### src/rtl/jtcps15_volume.sv
// Output volume stage after the CPS1.5 QSound block: 16-step 2 dB attenuation, 2-clock latency.
// Gain steps wait for a zero crossing or a timeout. There is no backpressure: one sample is accepted per clock.
module jtcps15_volume #(
    parameter logic [3:0] DEF_ATT = 4'd4,
    parameter int         ZC_TMO  = 64
) (
    input  logic        clk,
    input  logic        rst,
    input  logic        vol_up,
    input  logic        vol_down,
    input  logic        sample_in,
    input  logic [15:0] left_in,
    input  logic [15:0] right_in,
    output logic [15:0] left_out,
    output logic [15:0] right_out,
    output logic        sample_out,
    output logic [3:0]  att,
    output logic        clip
);

    localparam logic [7:0] TMO_LAST = 8'(ZC_TMO - 1);

    // Q1.8 gain per attenuation index; index 0 is exact unity
    function automatic logic [8:0] gain_rom(input logic [3:0] idx);
        logic [8:0] g;
        case (idx)
            4'd0:    g = 9'd256;
            4'd1:    g = 9'd203;
            4'd2:    g = 9'd161;
            4'd3:    g = 9'd128;
            4'd4:    g = 9'd102;
            4'd5:    g = 9'd81;
            4'd6:    g = 9'd64;
            4'd7:    g = 9'd51;
            4'd8:    g = 9'd40;
            4'd9:    g = 9'd32;
            4'd10:   g = 9'd26;
            4'd11:   g = 9'd20;
            4'd12:   g = 9'd16;
            4'd13:   g = 9'd13;
            4'd14:   g = 9'd10;
            default: g = 9'd8;
        endcase
        return g;
    endfunction

    // Returns {saturated, value}; the arithmetic shift drops the Q1.8 fraction
    function automatic logic [16:0] shift_sat(input logic signed [24:0] p);
        logic signed [24:0] sh;
        logic               pos_ovf;
        logic               neg_ovf;
        logic [16:0]        r;
        sh      = p >>> 8;
        pos_ovf = ~sh[24] & (|sh[23:15]);
        neg_ovf =  sh[24] & ~(&sh[23:15]);
        if (pos_ovf)      r = {1'b1, 16'h7fff};
        else if (neg_ovf) r = {1'b1, 16'h8000};
        else              r = {1'b0, sh[15:0]};
        return r;
    endfunction

    logic        up_q;
    logic        down_q;
    logic        up_edge;
    logic        down_edge;
    logic [3:0]  att_tgt;
    logic [3:0]  att_tgt_nxt;
    logic [3:0]  att_nxt;
    logic [7:0]  tmo_cnt;
    logic [7:0]  tmo_nxt;
    logic        sign_l;
    logic        sign_r;
    logic        pending;
    logic        cross_l;
    logic        cross_r;
    logic        tmo_hit;
    logic [8:0]  gain;

    logic               s1_vld;
    logic signed [24:0] prod_l;
    logic signed [24:0] prod_r;
    logic [16:0]        res_l;
    logic [16:0]        res_r;

    assign up_edge   = vol_up & ~up_q;
    assign down_edge = vol_down & ~down_q;

    always_comb begin
        att_tgt_nxt = att_tgt;
        if (up_edge && !down_edge && att_tgt != 4'd0)
            att_tgt_nxt = att_tgt - 4'd1;
        else if (down_edge && !up_edge && att_tgt != 4'd15)
            att_tgt_nxt = att_tgt + 4'd1;
    end

    // Pending test uses the registered target, so a key edge on the sample clock waits a sample
    always_comb begin
        pending = (att != att_tgt);
        cross_l = (left_in[15] != sign_l) || (left_in == 16'd0);
        cross_r = (right_in[15] != sign_r) || (right_in == 16'd0);
        tmo_hit = (tmo_cnt == TMO_LAST);
        att_nxt = att;
        tmo_nxt = tmo_cnt;
        if (sample_in) begin
            if (pending && (cross_l || cross_r || tmo_hit)) begin
                att_nxt = (att_tgt > att) ? att + 4'd1 : att - 4'd1;
                tmo_nxt = 8'd0;
            end else if (pending) begin
                tmo_nxt = tmo_cnt + 8'd1;
            end else begin
                tmo_nxt = 8'd0;
            end
        end
    end

    assign gain  = gain_rom(att_nxt);
    assign res_l = shift_sat(prod_l);
    assign res_r = shift_sat(prod_r);

    always_ff @(posedge clk) begin
        if (rst) begin
            up_q    <= 1'b0;
            down_q  <= 1'b0;
            att     <= DEF_ATT;
            att_tgt <= DEF_ATT;
            tmo_cnt <= 8'd0;
            sign_l  <= 1'b0;
            sign_r  <= 1'b0;
        end else begin
            up_q    <= vol_up;
            down_q  <= vol_down;
            att_tgt <= att_tgt_nxt;
            att     <= att_nxt;
            tmo_cnt <= tmo_nxt;
            if (sample_in) begin
                sign_l <= left_in[15];
                sign_r <= right_in[15];
            end
        end
    end

    always_ff @(posedge clk) begin
        if (rst) begin
            s1_vld <= 1'b0;
            prod_l <= '0;
            prod_r <= '0;
        end else begin
            s1_vld <= sample_in;
            if (sample_in) begin
                prod_l <= $signed({{9{left_in[15]}}, left_in}) * $signed({16'd0, gain});
                prod_r <= $signed({{9{right_in[15]}}, right_in}) * $signed({16'd0, gain});
            end
        end
    end

    always_ff @(posedge clk) begin
        if (rst) begin
            left_out   <= 16'd0;
            right_out  <= 16'd0;
            sample_out <= 1'b0;
            clip       <= 1'b0;
        end else begin
            sample_out <= s1_vld;
            clip       <= s1_vld & (res_l[16] | res_r[16]);
            if (s1_vld) begin
                left_out  <= res_l[15:0];
                right_out <= res_r[15:0];
            end
        end
    end

endmodule
### config.mk
export PLATFORM = sky130hd
export DESIGN_NAME = jtcps15_volume
export DESIGN_NICKNAME = d
export VERILOG_FILES = /design/src/rtl/jtcps15_volume.sv
export SDC_FILE = /design/constraint.sdc
export NUM_CORES = 1
export LEC_CHECK = 0
export CORE_ASPECT_RATIO = 0.9
export CORE_MARGIN = 2
export CORE_UTILIZATION = 35
export CTS_CLUSTER_SIZE = 10
export DETAILED_ROUTE_END_ITERATION = 12
export HOLD_SLACK_MARGIN = 0.15
export PLACE_DENSITY_LB_ADDON = 0.05
export SYNTH_ARGS = -nofsm -noshare
export SYNTH_HDL_FRONTEND = slang
export SYNTH_SLANG_ARGS = --single-unit
### constraint.sdc
create_clock -name clk -period 12.1 [get_ports clk]
set_input_delay 3.025 -clock clk [delete_from_list [all_inputs] [get_ports clk]]
set_output_delay 3.025 -clock clk [all_outputs]
set_load 0.01 [all_outputs]
==> flow_metrics.py <==
metrics = {
    "synth": {
        "netlist_area_um2": 14260,
        "synthCells": 1637,
        "synth_seq_area_share_pct": 12.49,
        "ys_warn_count": 0,
        "synth_cell_type_count": 75,
        "synthArstFlopShare_pct": 0,
        "synth_area_leaders": "fa_1 33%, dfxtp_1 12%, ha_1 11%",
        "ys.flop_type": "dfxtp_1",
        "avgSynthCellArea_um2": 8.712,
        "syn-num-nets": 2036,
        "synth_top_cell_area_share_pct": 33.41,
        "synth_edf_count": 0,
        "synth_seq_cells": 89,
        "synth_top_cell_by_area": "fa_1",
    },
    "floorplan": {
        "die_height_um": 195.5,
        "rows": 70,
        "dieArea_um2": 42380,
        "io-pin-count": 75,
        "coreArea_um2": 40380,
        "die_width_um": 216.8,
        "start_util_pct": 35.32,
    },
    "clock_network": {
        "cts_hold_buf": 0,
        "worstSkewPairLatency_ns": 0.34,
        "htree_levels": 3,
        "path_clk_slew_ns": 0.07,
        "clock_sink_count": 89,
        "postCtsSetupBuffers": 0,
        "cts-root-buf": "clkbuf_16",
        "cts_made_buffers": 9,
        "tritoncts": "done",
        "clockBufferDepth": 2,
        "cts_repair_resize_count": 0,
    },
    "global_route": {
        "antenna_found_initial": 1,
        "grt_pass1_wl_mm": 66.22,
        "grt_overflow": 0,
        "grt_pass1_vias": 11961,
        "grtUsageTotal_pct": 20.01,
        "grt_max_degree": 63,
    },
    "drt": {
        "viasPerCell": 4.887,
        "drc_errors": 0,
        "route.antenna.remaining_nets": 0,
        "post_drt_wl_per_cell_um": 17.84,
        "via_count": 10908,
        "drtIter0Drc": 514,
        "routed_wl_mm": 39.82,
        "first_pass_iters": 5,
    },
    "worst_hold_path": {
        "hold_path.class": "reg -> reg",
    },
    "timing": {
        "slew-limit-headroom_pct": 36.35,
        "rsz0062_at_grt": "false",
        "min_period_ns": 11.33,
        "tightest_slew_ns": 0.9424,
        "timing.setup.tns_ns": 0,
        "fin_crit_sh_pct": 93.66,
        "hold_violations": 0,
        "slew_viol_final": 0,
        "fmax_ghz": 0.08824,
        "clock_skew_ns": 0.007407,
        "setup_viol": 0,
    },
    "worst_setup_path": {
        "critPathKind": "in -> reg",
        "cp-end-kind": "flop",
        "startpoint_type": "input port",
        "critPathRequiredTime_ns": 12.37,
        "cpMaxStageDelayCell": "clkdlybuf4s50_1",
        "cp_max_fo": 19,
        "critical_path_arrival_ns": 11.60,
        "slowest_delay_ns": 0.62,
    },
    "place": {
        "gp_congestion": 0.8172,
        "port-buffer-count": 74,
        "dp_hpwl_mm": 32.45,
    },
    "outcome": {
        "status": "completed",
    },
    "run": {
        "max_cap_viol_count": 0,
    },
    "final_layout": {
        "syn_to_final_growth_pct": 12.55,
        "layout-drive-gt1-share_pct": 5.792,
        "finish.net_count": 2086,
        "n_antenna_cell": 0,
    },
}
area by class of cell:
class | instances | area, um2
timing repair buffer | 124 | 1106
multi-input combinational | 1145 | 10970
inverter | 318 | 1194
tap | 540 | 675.6
sequential | 89 | 1782
fill | 4213 | 24330
clock buffer | 9 | 225.2
clock inverter | 7 | 95.09
cell families after synthesis:
kind of cell               count (synthesis)  share of synthesized area [%]
xor gates and xnor gates                  42                          2.579
buffers and inverters                    403                          10.80
and+or+nand+nor                          525                          18.26
AOI/OAI and AO/OA                        189                          9.555
DFF                                       89                          12.49
muxes                                     27                          2.027
adders and majority gates                362                          44.29
critical path, delay by kind of cell:
kind / cells / cell delay, ns
AND/OR/NAND/NOR: 5 / 1.15
buffers and inverters: 7 / 1.05
adder cells (fa/ha/maj): 7 / 2.98
multiplexers: 1 / 0.36
AO/OA/AOI/OAI: 16 / 3.01
metal layers:
metal / vias to the layer above / track usage, % / share of wire, %
li1: 5210 / - / -
met1: 5548 / 25.37 / 44
met2: 130 / 37.82 / 53
met3: 18 / 1.947 / 2.3
met4: 2 / 2.029 / 0.83
met5: - / 0 / 0.033
sequential cells by signal, indices dropped and copies added, names as in the netlist, 4 cells and up:
name	flops
prod_r	17
att	4
tmo_cnt	8
att_tgt	4
prod_l	17
left_out	16
right_out	16
cell usage in the layout (no fill, tap or decap), drive strengths merged, types with 32 or more instances in the layout:
cell             n
ha             124
fa             238
clkdlybuf4s50   72
and2            96
buf             52
and3            39
nand2          204
nor2b           40
dfxtp           89
inv            317
xnor2           32
nor2            95
o22ai           33
cells in the mapped netlist (3+ instances only):
cell      number
inv_1        317
fa_1         238
nand2_1      204
ha_1         124
and2_1        96
nor2_1        95
dfxtp_1       89
clkbuf_1      59
nor2b_1       40
and3_1        39
o22ai_1       33
xnor2_1       32
a21oi_1       29
mux2i_1       24
a21o_1        21
o21ai_0       20
buf_1         12
a211oi_1      10
a31oi_1       10
xor2_1        10
nand3_1        8
o21a_1         8
buf_2          7
nand2b_1       7
nor3_1         7
o21ai_1        6
o31ai_1        6
nand4_1        5
o32ai_1        5
a211o_1        4
and4_1         4
buf_4          4
nor4_2         4
o21bai_1       4
clkbuf_2       3
nor3b_1        3
o211ai_1       3
o221ai_1       3
final timing paths:
path,to,cells past startpoint,slack (ns),from
max,prod_l[24]$_SDFFE_PP0P_,36,0.77,left_in[15]
min,prod_l[21]$_SDFFE_PP0P_,2,0.45,prod_l[21]$_SDFFE_PP0P_
max reg2reg,prod_l[24]$_SDFFE_PP0P_,38,2.81,att[1]$_SDFF_PP0_
min reg2reg,prod_l[21]$_SDFFE_PP0P_,2,0.45,prod_l[21]$_SDFFE_PP0P_
stage by stage:
stage	hold WS (ns)	instance area [um2]	cells	worst slack [ns]	utilization [%]
3_5_place_dp	0.4406	15730	2216	0.3921	38.96
2_1_floorplan	0.4171	14260	1637	1.504	-
6_report	0.4515	16050	2232	0.7676	39.75
5_1_grt	0.4996	16050	2232	0.1613	39.75
3_3_place_gp	0.4404	15730	2216	0.4480	38.96
4_1_cts	0.4523	16050	2232	0.7331	39.75
Power is not shown: default switching activity piles up to over one toggle a cycle in this logic, so the estimate is an artifact.
==> patch 1: new RTL, same settings <==
Add an input register stage for `left_in`; this delays it by one clock. The other inputs are not delayed to match.
--- a/src/rtl/jtcps15_volume.sv
+++ b/src/rtl/jtcps15_volume.sv
@@ -21,2 +21,8 @@
     localparam logic [7:0] TMO_LAST = 8'(ZC_TMO - 1);
+
+    logic [15:0] left_q;
+
+    always_ff @(posedge clk) begin
+        left_q <= left_in;
+    end
 
@@ -98,3 +104,3 @@
         pending = (att != att_tgt);
-        cross_l = (left_in[15] != sign_l) || (left_in == 16'd0);
+        cross_l = (left_q[15] != sign_l) || (left_q == 16'd0);
         cross_r = (right_in[15] != sign_r) || (right_in == 16'd0);
@@ -135,3 +141,3 @@
             if (sample_in) begin
-                sign_l <= left_in[15];
+                sign_l <= left_q[15];
                 sign_r <= right_in[15];
@@ -149,3 +155,3 @@
             if (sample_in) begin
-                prod_l <= $signed({{9{left_in[15]}}, left_in}) * $signed({16'd0, gain});
+                prod_l <= $signed({{9{left_q[15]}}, left_q}) * $signed({16'd0, gain});
                 prod_r <= $signed({{9{right_in[15]}}, right_in}) * $signed({16'd0, gain});
Behaviour: not the same (Yosys sat finds a counterexample within 4 cycles, from zero or initial values and one cycle with rst high).
==> patch 1 against the unedited design <==
Worst setup slack got worse by 0.13 ns. Register-to-register slack improved by 0.38 ns. Critical endpoint is now prod_r[23]$_SDFFE_PP0P_. Critical path type unchanged. Count of clock-buffer cells in the layout increased by 1. Via count increased by 2.4%. Die area increased by 2.1%. Sequential cell count increased by 16. Routed wire length increased by 1.1%. Non-clock buffer count decreased by 14. Area after synthesis increased by 2.1%. Final area increased by 1.4%.
Power is not shown: default switching activity piles up to over one toggle a cycle in this logic, so the estimate is an artifact.
==> patch 1: results (changes against the unedited design) <==
post-DP HPWL=32.0 mm (-1.3%); Crit Path Max Fanout=13 (-6); syn avg cell area=8.73 um2 (+0.16%); largest net degree at the start of global routing=70 (+11%); post-placement worst setup slack=0.351 ns (-0.0407 ns); most instantiated cells after synthesis=321 x inv_1, 238 x fa_1, 212 x nand2_1; DR WL/cell=17.8 um (-0.15%); clock latency on the worst-skew pair=0.37 ns (+0.03 ns); final WL=40.2 mm (+1.1%); status=finished clean; gr usage total=19.9% (-0.085 points); peak per-stage delay on the critical path=0.69 ns (+0.07 ns); # port buffers=74 (unchanged); CTS H-tree depth=3 (unchanged); Antenna diodes=0 (unchanged); Inst Count DP=2243 (+1.2%); post-synthesis sequential area ratio=14.4% (+1.9 points); net count after synthesis=2068 (+1.6%); Area contributors post-synth=fa_1 33%, dfxtp_1 14%, ha_1 11%; Setup Skew=0.0195 ns (+0.0121 ns); Rel. slew slack=37.4% (+1.0 points); number of global-route vias before repair=12100 (+1.2%); layout cells sized above 1=4.30% (-1.5 points); Unique masters post-synth=72 (-4.0%); Iter 0 DRT Violations=521 (+1.4%); slowest CP cell=o21a_1; top_reg_cell synth=dfxtp_1; first-pass GRT wire length=66.6 mm (+0.56%); placed inst area=16000 um2 (+1.6%); WP data arrival=11.74 ns (+0.14 ns); RePlAce Congestion=0.822 (+0.60%); CTS clk-pin slew, worst paths=0.08 ns; Avg Vias per Cell=4.95 (+1.2%)
-- patch 1: final timing paths --
| check | from | endpoint | slack [ns] | cells past startpoint |
|---|---|---|---|---|
| worst max register to register | att[1]$_SDFF_PP0_ | prod_r[23]$_SDFFE_PP0P_ | 3.19 | 31 |
| worst min register to register | prod_r[12]$_SDFFE_PP0P_ | prod_r[12]$_SDFFE_PP0P_ | 0.45 | 2 |
| worst max-delay path | right_in[4] | prod_r[23]$_SDFFE_PP0P_ | 0.64 | 25 |
| worst min-delay path | prod_r[12]$_SDFFE_PP0P_ | prod_r[12]$_SDFFE_PP0P_ | 0.45 | 2 |
-- patch 1: area by class of cell --
class                      instances  area [um2]
clock inverter                     6        60.1
sequential                       105        2100
timing repair buffer             110        1070
multi-input combinational       1165       10900
inverter                         323        1210
tap                              540         676
clock buffer                      10         229
fill                            4282       24500
-- patch 1: critical path, delay by kind of cell --
| kind | cells | cell delay, ns |
|---|---|---|
| simple gates | 8 | 2.55 |
| fa+ha+maj | 6 | 2.91 |
| compound gates | 7 | 2.46 |
| buf+inv | 4 | 0.77 |
-- patch 1: cells by family (layout without fill, tap and decap cells) --
kind of cell	after synthesis	after routing	synth area share, %
xor gates and xnor gates	41	41	2.47
buffers and inverters	399	449	10.7
muxes	12	12	0.825
DFF	105	105	14.4
AOI/OAI and AO/OA	203	203	9.60
adders and majority gates	362	362	43.4
and+or+nand+nor	547	547	18.6
-- patch 1: per-layer routing --
layer  track usage, %  share of wire, %
met5                0                 0
met4             4.43               1.8
met3             2.23               3.4
met2             33.9                47
met1             27.2                48
==> patch 2: new RTL, same settings <==
Made on the original files. Change the parameter `ZC_TMO` from 64 to 48.
--- a/src/rtl/jtcps15_volume.sv
+++ b/src/rtl/jtcps15_volume.sv
@@ -4,3 +4,3 @@
     parameter logic [3:0] DEF_ATT = 4'd4,
-    parameter int         ZC_TMO  = 64
+    parameter int         ZC_TMO  = 48
 ) (
Formal check against the unedited RTL: no difference found for any inputs over 4 cycles, from zero or initial values and one cycle with rst high; that may be too few to reach the edited logic, so the function may still have changed.
==> patch 2 against the unedited design <==
Clock skew is 0.0047 ns higher. Worst setup slack about the same. Routed wire length down 0.63%. Sequential cell count unchanged. Cell count increased by 0.13%. Area after synthesis is 0.24% higher. Final area hardly changed. Highest routed layer is now met4.
Power is not shown: default switching activity piles up to over one toggle a cycle in this logic, so the estimate is an artifact.
==> patch 2: results (changes against the unedited design) <==
status=finished clean; Post-Route M1 WL=21.4 mm (+22%); Inst Count DP=2220 (+0.18%); Area contributors post-synth=fa_1 33%, dfxtp_1 12%, ha_1 11%; peak per-stage delay on the critical path=0.56 ns (-0.06 ns); most instantiated cells after synthesis=310 x inv_1, 238 x fa_1, 203 x nand2_1; Top Metal Used=met4; first-pass GRT wire length=65.3 mm (-1.4%); hold_sp=prod_l[12]$_SDFFE_PP0P_; Avg Vias per Cell=4.82 (-1.4%); post-placement worst setup slack=0.471 ns (+0.0784 ns); Cells after Synth=1636 (-0.061%); DR WL/cell=17.7 um (-0.76%); initial antenna violation count=0 (-1); net count after synthesis=2035 (-0.049%); post-synthesis mux area share=0.989% (-1.0 points); Nets=2090 (+0.19%); Crit Path Max Fanout=25 (+6); Setup Skew=0.0121 ns (+0.00467 ns); slowest CP cell=fa_1; post-DP HPWL=32.4 mm (-0.18%); fill count=4185 (-0.66%); CP top delay family=adder cells; Post-Synth XOR/XNOR Area=3.00% (+0.42 points); Compound-Gate Fraction of Synth Area=9.71% (+0.15 points); post-synthesis sequential area ratio=12.5% (-0.030 points); Iter 0 DRT Violations=525 (+2.1%); ys async rst share=0% (unchanged); clock latency on the worst-skew pair=0.34 ns (about the same); gr usage total=19.6% (-0.37 points); largest net degree at the start of global routing=68 (+7.9%); Unique masters post-synth=71 (-5.3%); Post-Synth Adder-Cell Area=44.2% (-0.10 points); layout cells sized above 1=5.60% (-0.19 points); Slew @ Worst Pin=0.963 ns (+0.0202 ns); placed inst area=15700 um2 (about the same); Antenna diodes=0 (unchanged); final WL=39.6 mm (-0.63%); RePlAce Congestion=0.827 (+1.2%); met3 WL=1.13 mm (+26%); WP data arrival=11.57 ns (-0.03 ns); routed length on met2=16.6 mm (-21%)
[patch 2: changes by cell type after synthesis, moves of 10 or more]
cell,delta
xor2_1,+10
and3_1,-30
mux2i_1,-11
nor2_1,-14
o21ai_0,+13
clkbuf_1,-10
and2_1,+34
[patch 2: layer usage]
metal | global-route usage [%] | vias to the layer above
met4 | 3.37 | 0
li1 | - | 5204
met1 | 30.9 | 5367
met5 | 0 | -
met2 | 29.7 | 180
met3 | 1.43 | 22
[patch 2: final timing paths]
kind	end	slack [ns]	cells past startpoint
max	prod_r[23]$_SDFFE_PP0P_	0.77	29
min	prod_l[12]$_SDFFE_PP0P_	0.45	2
max reg2reg	prod_r[23]$_SDFFE_PP0P_	2.91	34
min reg2reg	prod_l[12]$_SDFFE_PP0P_	0.45	2
[patch 2: area by class of cell]
class                   count  area (um2)  area share, %
multi-input cells        1159       11000           68.7
flip-flops and latches     89        1780           11.1
inverters                 310        1160           7.25
repair buffers            122        1100           6.83
well taps                 540         676           4.21
clock buffers              10         229           1.43
clock inverters             5        81.3          0.507
